===== src/rtl/byte_download_arbiter_if.sv =====
// Producer, consumer and status signals of the byte download arbiter, bundled
// so the arbiter and whoever drives it share one definition of the bus.
interface byte_download_arbiter_if #(
    parameter int DATA_W     = 8,
    parameter int FIFO_DEPTH = 8
);
    localparam int LVL_W = $clog2(FIFO_DEPTH) + 1;

    logic              ready1_i;
    logic [DATA_W-1:0] byte1_i;
    logic              strobe1_i;
    logic              ready2_i;
    logic [DATA_W-1:0] byte2_i;
    logic              strobe2_i;
    logic [1:0]        grant_o;
    logic              out_valid_o;
    logic [DATA_W-1:0] out_data_o;
    logic              out_src_o;
    logic              out_ready_i;
    logic [LVL_W-1:0]  level_o;
    logic              overflow_o;
    logic              clear_ovf_i;

    // Arbiter side.
    modport slave (
        input  ready1_i, byte1_i, strobe1_i,
        input  ready2_i, byte2_i, strobe2_i,
        input  out_ready_i, clear_ovf_i,
        output grant_o, out_valid_o, out_data_o, out_src_o,
        output level_o, overflow_o
    );

    // Producers, consumer and control side.
    modport master (
        output ready1_i, byte1_i, strobe1_i,
        output ready2_i, byte2_i, strobe2_i,
        output out_ready_i, clear_ovf_i,
        input  grant_o, out_valid_o, out_data_o, out_src_o,
        input  level_o, overflow_o
    );
endinterface


===== src/rtl/byte_download_arbiter.sv =====
// Two-channel byte download arbiter: round-robin grant with burst limit and
// idle timeout, feeding a show-ahead FIFO drained by a valid/ready consumer.
module byte_download_arbiter #(
    parameter int DATA_W     = 8,
    parameter int FIFO_DEPTH = 8,
    parameter int MAX_BURST  = 16,
    parameter int TIMEOUT    = 255
) (
    input  logic                   clk_clk,
    input  logic                   reset_reset_n,
    byte_download_arbiter_if.slave bus
);
    localparam int PTR_W   = (FIFO_DEPTH > 1) ? $clog2(FIFO_DEPTH) : 1;
    localparam int LVL_W   = $clog2(FIFO_DEPTH) + 1;
    localparam int BURST_W = $clog2(MAX_BURST + 1);
    localparam int IDLE_W  = $clog2(TIMEOUT + 1);

    localparam logic [LVL_W-1:0]   FULL_LVL  = LVL_W'(FIFO_DEPTH);
    localparam logic [BURST_W-1:0] BURST_MAX = BURST_W'(MAX_BURST);
    localparam logic [IDLE_W-1:0]  IDLE_MAX  = IDLE_W'(TIMEOUT);

    typedef enum logic [1:0] {
        IDLE   = 2'd0,
        GRANT1 = 2'd1,
        GRANT2 = 2'd2,
        GAP    = 2'd3
    } state_t;

    state_t               state_q, state_d;
    logic                 last_q, last_d;       // 0: ch1 served last, 1: ch2
    logic [BURST_W-1:0]   burst_cnt_q, burst_cnt_d;
    logic [IDLE_W-1:0]    idle_cnt_q, idle_cnt_d;
    logic [PTR_W-1:0]     wr_ptr_q, wr_ptr_d;
    logic [PTR_W-1:0]     rd_ptr_q, rd_ptr_d;
    logic [LVL_W-1:0]     level_q, level_d;
    logic                 overflow_q, overflow_d;

    // Each entry carries its source channel above the data byte.
    logic [DATA_W:0]      mem_q [FIFO_DEPTH];

    logic                 full;
    logic                 pop;
    logic                 push;
    logic                 drop;
    logic                 sel_src;
    logic                 sel_ready;
    logic                 sel_strobe;
    logic                 other_ready;
    logic [DATA_W-1:0]    sel_byte;
    logic [DATA_W:0]      push_word;

    assign full = (level_q == FULL_LVL);
    assign pop  = (level_q != '0) && bus.out_ready_i;

    // Mux of the channel that currently owns the path (meaningful only in GRANTx).
    always_comb begin
        sel_src     = (state_q == GRANT2);
        sel_ready   = sel_src ? bus.ready2_i  : bus.ready1_i;
        sel_strobe  = sel_src ? bus.strobe2_i : bus.strobe1_i;
        sel_byte    = sel_src ? bus.byte2_i   : bus.byte1_i;
        other_ready = sel_src ? bus.ready1_i  : bus.ready2_i;
        push_word   = {sel_src, sel_byte};
    end

    // Arbitration FSM and the per-grant counters.
    always_comb begin
        state_d     = state_q;
        last_d      = last_q;
        burst_cnt_d = burst_cnt_q;
        idle_cnt_d  = idle_cnt_q;
        push        = 1'b0;
        drop        = 1'b0;

        case (state_q)
            IDLE: begin
                if (!full) begin
                    if (bus.ready1_i && bus.ready2_i) begin
                        state_d = last_q ? GRANT1 : GRANT2;
                    end else if (bus.ready1_i) begin
                        state_d = GRANT1;
                    end else if (bus.ready2_i) begin
                        state_d = GRANT2;
                    end
                end
            end

            GRANT1, GRANT2: begin
                if (sel_strobe) begin
                    idle_cnt_d = '0;
                    // A pop in the same cycle frees the slot the push needs.
                    if (!full || pop) begin
                        push = 1'b1;
                        if (burst_cnt_q != BURST_MAX) begin
                            burst_cnt_d = burst_cnt_q + BURST_W'(1);
                        end
                    end else begin
                        drop = 1'b1;
                    end
                end else if (idle_cnt_q != IDLE_MAX) begin
                    idle_cnt_d = idle_cnt_q + IDLE_W'(1);
                end

                // The strobe of the release cycle has already been handled above.
                if (!sel_ready ||
                    ((burst_cnt_q == BURST_MAX) && other_ready) ||
                    (idle_cnt_q == IDLE_MAX)) begin
                    state_d     = GAP;
                    last_d      = sel_src;
                    burst_cnt_d = '0;
                    idle_cnt_d  = '0;
                end
            end

            GAP: begin
                state_d = IDLE;
            end

            default: begin
                state_d = IDLE;
            end
        endcase
    end

    // FIFO bookkeeping and the sticky overflow flag.
    always_comb begin
        wr_ptr_d   = wr_ptr_q;
        rd_ptr_d   = rd_ptr_q;
        level_d    = level_q;
        overflow_d = overflow_q;

        if (push) begin
            wr_ptr_d = wr_ptr_q + PTR_W'(1);
        end
        if (pop) begin
            rd_ptr_d = rd_ptr_q + PTR_W'(1);
        end

        case ({push, pop})
            2'b10:   level_d = level_q + LVL_W'(1);
            2'b01:   level_d = level_q - LVL_W'(1);
            default: level_d = level_q;
        endcase

        // A new drop wins over a clear in the same cycle.
        if (bus.clear_ovf_i) begin
            overflow_d = 1'b0;
        end
        if (drop) begin
            overflow_d = 1'b1;
        end
    end

    always_ff @(posedge clk_clk or negedge reset_reset_n) begin
        if (!reset_reset_n) begin
            state_q     <= IDLE;
            last_q      <= 1'b1;
            burst_cnt_q <= '0;
            idle_cnt_q  <= '0;
            wr_ptr_q    <= '0;
            rd_ptr_q    <= '0;
            level_q     <= '0;
            overflow_q  <= 1'b0;
        end else begin
            state_q     <= state_d;
            last_q      <= last_d;
            burst_cnt_q <= burst_cnt_d;
            idle_cnt_q  <= idle_cnt_d;
            wr_ptr_q    <= wr_ptr_d;
            rd_ptr_q    <= rd_ptr_d;
            level_q     <= level_d;
            overflow_q  <= overflow_d;
        end
    end

    // Storage is not reset; level_q alone decides what is valid.
    always_ff @(posedge clk_clk) begin
        if (push) begin
            mem_q[wr_ptr_q] <= push_word;
        end
    end

    assign bus.grant_o     = {state_q == GRANT2, state_q == GRANT1};
    assign bus.out_valid_o = (level_q != '0);
    assign bus.out_data_o  = mem_q[rd_ptr_q][DATA_W-1:0];
    assign bus.out_src_o   = mem_q[rd_ptr_q][DATA_W];
    assign bus.level_o     = level_q;
    assign bus.overflow_o  = overflow_q;
endmodule


===== src/flat_wrapper.sv =====
// flat-port wrapper written by rule: the top's interface ports become plain ports
module byte_download_arbiter_flat 
#(
    parameter int DATA_W     = 8,
    parameter int FIFO_DEPTH = 8,
    parameter int MAX_BURST  = 16,
    parameter int TIMEOUT    = 255
)
  (clk_clk, reset_reset_n, bus_ready1_i, bus_byte1_i, bus_strobe1_i, bus_ready2_i, bus_byte2_i, bus_strobe2_i, bus_out_ready_i, bus_clear_ovf_i, bus_grant_o, bus_out_valid_o, bus_out_data_o, bus_out_src_o, bus_level_o, bus_overflow_o);
  byte_download_arbiter_if #(.DATA_W(DATA_W), .FIFO_DEPTH(FIFO_DEPTH)) bus_i ();
  input  logic clk_clk;
  input  logic reset_reset_n;
  input wire logic [$bits(bus_i.ready1_i)-1:0] bus_ready1_i;
  input wire logic [$bits(bus_i.byte1_i)-1:0] bus_byte1_i;
  input wire logic [$bits(bus_i.strobe1_i)-1:0] bus_strobe1_i;
  input wire logic [$bits(bus_i.ready2_i)-1:0] bus_ready2_i;
  input wire logic [$bits(bus_i.byte2_i)-1:0] bus_byte2_i;
  input wire logic [$bits(bus_i.strobe2_i)-1:0] bus_strobe2_i;
  input wire logic [$bits(bus_i.out_ready_i)-1:0] bus_out_ready_i;
  input wire logic [$bits(bus_i.clear_ovf_i)-1:0] bus_clear_ovf_i;
  output wire logic [$bits(bus_i.grant_o)-1:0] bus_grant_o;
  output wire logic [$bits(bus_i.out_valid_o)-1:0] bus_out_valid_o;
  output wire logic [$bits(bus_i.out_data_o)-1:0] bus_out_data_o;
  output wire logic [$bits(bus_i.out_src_o)-1:0] bus_out_src_o;
  output wire logic [$bits(bus_i.level_o)-1:0] bus_level_o;
  output wire logic [$bits(bus_i.overflow_o)-1:0] bus_overflow_o;
  assign bus_i.ready1_i = bus_ready1_i;
  assign bus_i.byte1_i = bus_byte1_i;
  assign bus_i.strobe1_i = bus_strobe1_i;
  assign bus_i.ready2_i = bus_ready2_i;
  assign bus_i.byte2_i = bus_byte2_i;
  assign bus_i.strobe2_i = bus_strobe2_i;
  assign bus_i.out_ready_i = bus_out_ready_i;
  assign bus_i.clear_ovf_i = bus_clear_ovf_i;
  assign bus_grant_o = bus_i.grant_o;
  assign bus_out_valid_o = bus_i.out_valid_o;
  assign bus_out_data_o = bus_i.out_data_o;
  assign bus_out_src_o = bus_i.out_src_o;
  assign bus_level_o = bus_i.level_o;
  assign bus_overflow_o = bus_i.overflow_o;
  byte_download_arbiter #(.DATA_W(DATA_W), .FIFO_DEPTH(FIFO_DEPTH), .MAX_BURST(MAX_BURST), .TIMEOUT(TIMEOUT)) u_core (.clk_clk(clk_clk), .reset_reset_n(reset_reset_n), .bus(bus_i));
endmodule

===== config.mk =====
export PLATFORM = sky130hd
export DESIGN_NAME = byte_download_arbiter_flat
export DESIGN_NICKNAME = d
export VERILOG_FILES = /design/src/rtl/byte_download_arbiter_if.sv /design/src/rtl/byte_download_arbiter.sv /design/src/flat_wrapper.sv
export SDC_FILE = /design/constraint.sdc
export NUM_CORES = 1
export LEC_CHECK = 0
export ABC_CLOCK_PERIOD_IN_PS = 5200
export BUFFER_PORTS_ARGS = -buffer_cell sky130_fd_sc_hd__buf_4
export CELL_PAD_IN_SITES_DETAIL_PLACEMENT = 1
export CELL_PAD_IN_SITES_GLOBAL_PLACEMENT = 1
export CORE_MARGIN = 2
export CORE_UTILIZATION = 35
export DETAILED_ROUTE_END_ITERATION = 10
export PLACE_DENSITY_LB_ADDON = 0.1
export SLEW_MARGIN = 20
export SYNTH_ARGS = -nofsm -noshare
export SYNTH_HDL_FRONTEND = slang
export SYNTH_SLANG_ARGS = --single-unit

===== constraint.sdc =====
create_clock -name clk_clk -period 5.2 [get_ports clk_clk]
set_input_delay 0.52 -clock clk_clk [delete_from_list [all_inputs] [get_ports clk_clk]]
set_output_delay 0.52 -clock clk_clk [all_outputs]
set_load 0.05 [all_outputs]

==> reports/metrics.csv <==
stage,metric,value,unit
outcome,outcome,"finished, final reports clean",
grt,largest net degree at the start of global routing,28,
yosys,Main synth FF type,edfxtp_1,
layout,Final Non-Filler Cells,495,
layout,post-layout util,0.417,
pwr,Net Sw Frac,0.397,
timing,"Slew Viols, Final",0,
yosys,distinct cell type count of the synthesized netlist,48,
route,WL per Instance,18.3,um
pwr,Gate power share,0.441,
pwr,Power Dens Cells,628,nW/um^2
route,Routed WL,9.04,mm
yosys,Syn Area/Cell,16.3,um^2
setup_path,"critical path fanouts, max",21,
grt,gr usage total,0.144,
clock_network,CTS HTree Levels,3,
floorplanning,I/O pins,41,
clock_network,clk slew on worst S/H paths,0.06,ns
pwr,LEAKAGE,1.90,nW
route,TritonRoute pass-1 iters,4,
yosys,"Net Count, Synth",307,
setup_path,Crit path max-delay family,adder cells,
timing,Worst-Margin Slew,1.02,ns
timing,Worst slew margin,0.319,
placed_design,Buffers on Ports,40,
setup_path,Crit. End Element,flip-flop,
placed_design,placed instance count,480,
min_path,worst min path class,in2async,
yosys,"Seq/Total Area, Yosys",0.644,
timing,Hold WS,0.0861,ns
timing,ratio of final minimum period to clock period,0.572,
timing,final setup vio count,0,
placed_design,post-DP HPWL,5.88,mm
yosys,most numerous cell in the Yosys netlist,edfxtp_1,
clock_network,postcts setup bufs,0,
timing,clk_skew,0.00851,ns
grt,vias in the first global route,2645,
layout,Nets,355,
clock_network,clk root buf,clkbuf_16,
clock_network,Worst-Skew Late Latency,0.35,ns
pwr,Psw,0.00129,W
floorplanning,Initial Util,0.354,
layout,layout cell share with drive strength beyond 1,0.350,
yosys,"Async S/R FF share, synth",0.273,
layout,antenna fix cells,0,
layout,area of the multi-input gates,1490,um^2
pwr,sequential group share of total power,0.371,
grt,initial antenna violation count,0,
setup_path,register-to-register setup slack,2.22,ns
setup_path,crit-path cells,"inv_1, ha_1, buf_4, mux2_2, o211a_4, inv_4, ha_1, ha_1, a21o_2, a21oi_1, mux2i_1, xnor2_1",
setup_path,"Buf+Inv Stages, Crit Path",3,
route,DR iter-0 viols,128,
grt,first-pass GRT wire length,14.3,mm
setup_path,worst-path cell with the longest stage delay,dfrtp_1,
layout,Area growth syn-to-layout,17.8,%
clock_network,CTS Buf Count,9,
route,via count,2444,
clock_network,Clock Tree Buf Depth,2,
flow_run,Maximum Capacitance Violations,0,
route,Antenna Nets Post-Route,0,
setup_path,CP Launch Type,flip-flop,
grt,grt total ovfl,0,
pwr,peak supply drop,0.276,mV
yosys,#FFs+latches synth,99,
placed_design,RD Place Congestion,0.718,
setup_path,Critical Path AT,3.24,ns
timing,Tmin final,2.98,ns
pwr,P_int,0.00197,W
yosys,synth cell count leaders,"edfxtp_1 (72), dfrtp_1 (26), mux2_2 (22)",
timing,RSZ-0062 raised after global routing,no,
yosys,cells after synthesis,271,
floorplanning,DIE AREA,13500,um^2
pwr,Clk network pwr share,0.188,
yosys,mapped cell area,4410,um^2
layout,Reg area,2840,um^2
clock_network,CTS tree,yes,
yosys,leading area contributor after synthesis,edfxtp_1,
timing,"Hold Vio Cnt, Final",0,
timing,setup_tns,0,ns
setup_path,CP max stage delay,0.40,ns
setup_path,worst setup path category,reg2reg,
route,via-per-instance ratio,4.94,
yosys,Synthesis Warnings,0,
floorplanning,Core Rows,41,
yosys,"EDFF count, synth",72,
setup_path,"Top cell by count, worst path",ha_1,
floorplanning,core area,12500,um^2
clock_network,hold_buf cts,0,
clock_network,CTS Sinks,99,
yosys,post-synth top area share,0.490,
route,Remaining DRCs,0,
timing,max frequency,0.336,GHz
setup_path,critical path data required time,5.47,ns
yosys,dominant cells by area after synthesis,"edfxtp_1 (49%), dfrtp_1 (15%), mux4_2 (9.2%), mux2_2 (5.6%), ha_1 (3.1%)",
clock_network,post_cts resized,0,
layout,FILL cells,1271,
floorplanning,Die Height,116,um
floorplanning,die width,116,um
-- power by group through the flow --
stage	Combinational (W)	Clock, W	Sequential [W]
2_1_floorplan	0.00110	0	0.00120
3_3_place_gp	0.00145	0	0.00123
3_5_place_dp	0.00147	0	0.00124
4_1_cts	0.00147	0.000630	0.00122
5_1_grt	0.00156	0.000653	0.00124
6_report	0.00144	0.000615	0.00121
-- logic make-up after synthesis --
kind of cell    after synthesis  synth area share
fa+ha+maj                    12            0.0358
mux                          44             0.157
flops                        99             0.644
compound gates               24            0.0451
xor+xnor                     13            0.0258
buf+inv                      19            0.0219
simple gates                 60            0.0704
-- layout make-up --
class                           count  share of cell area
Sequential cell                    99               0.546
Multi-Input combinational cell    153               0.287
Timing Repair Buffer               46              0.0665
Clock buffer                        9              0.0434
Tap cell                          172              0.0414
Clock inverter                      6             0.00795
Inverter                           10             0.00771
-- path summary, 6_finish.rpt --
kind,start,end,cells past startpoint
setup / recovery,u_core.state_q[0]$_DFFE_PN0P_,u_core.bus.level_o[3]$_DFFE_PN0P_,12
hold / removal,reset_reset_n,u_core.rd_ptr_q[2]$_DFFE_PN0P_,1
setup reg to reg,u_core.state_q[0]$_DFFE_PN0P_,u_core.bus.level_o[3]$_DFFE_PN0P_,12
hold reg to reg,u_core.rd_ptr_q[0]$_DFFE_PN0P_,u_core.rd_ptr_q[0]$_DFFE_PN0P_,1
max in group asynchronous,reset_reset_n,u_core.last_q$_DFFE_PN1P_,1
min in group clk_clk,bus_out_ready_i,u_core.bus.overflow_o$_DFFE_PN0P_,2
-- layout by cell type, fill, tap and decap left out, types with 2 or more instances in the layout --
master      instances
mux2i_1             4
a21oi_1             3
clkinvlp_4          2
and3_1              2
edfxtp_1           72
a2bb2oi_1           2
nand2_1            16
nand3_1             5
or2_2               2
nor2_1             14
xnor2_1             8
o22a_1              3
a21boi_0            2
mux2_2             22
o21ai_0             3
nand2b_1            4
ha_1               11
dfrtp_1            26
nor3_1              6
nand4_1             4
clkbuf_16           9
buf_4              46
xor2_1              5
inv_1               9
mux4_2             18
-- metrics by stage --
| stage | total power [W] | setup slack, ns | cell area, um^2 |
|---|---|---|---|
| floorplan | 0.00230 | 2.16 | 4410 |
| global placement | 0.00268 | 2.30 | 4930 |
| detailed placement | 0.00270 | 2.23 | 4930 |
| CTS | 0.00332 | 2.21 | 5190 |
| global route | 0.00345 | 2.06 | 5190 |
| finish | 0.00326 | 2.22 | 5190 |
-- state kept, by name, indices dropped and copies added (netlist names) --
signal,count
u_core.idle_cnt_q,8
u_core.wr_ptr_q,3
u_core.last_q,1
u_core.burst_cnt_q,5
u_core.mem_q,72
u_core.state_q,2
u_core.rd_ptr_q,3
u_core.bus.level_o,4
u_core.bus.overflow_o,1
-- metal layers --
metal	wire length, um	up-vias	global-route usage
li1	-	1144	-
met1	4050	1251	0.180
met2	4590	36	0.245
met3	257	13	0.0353
met4	142	0	0.0524
met5	0	-	0
(Power assumes the default switching activity.)
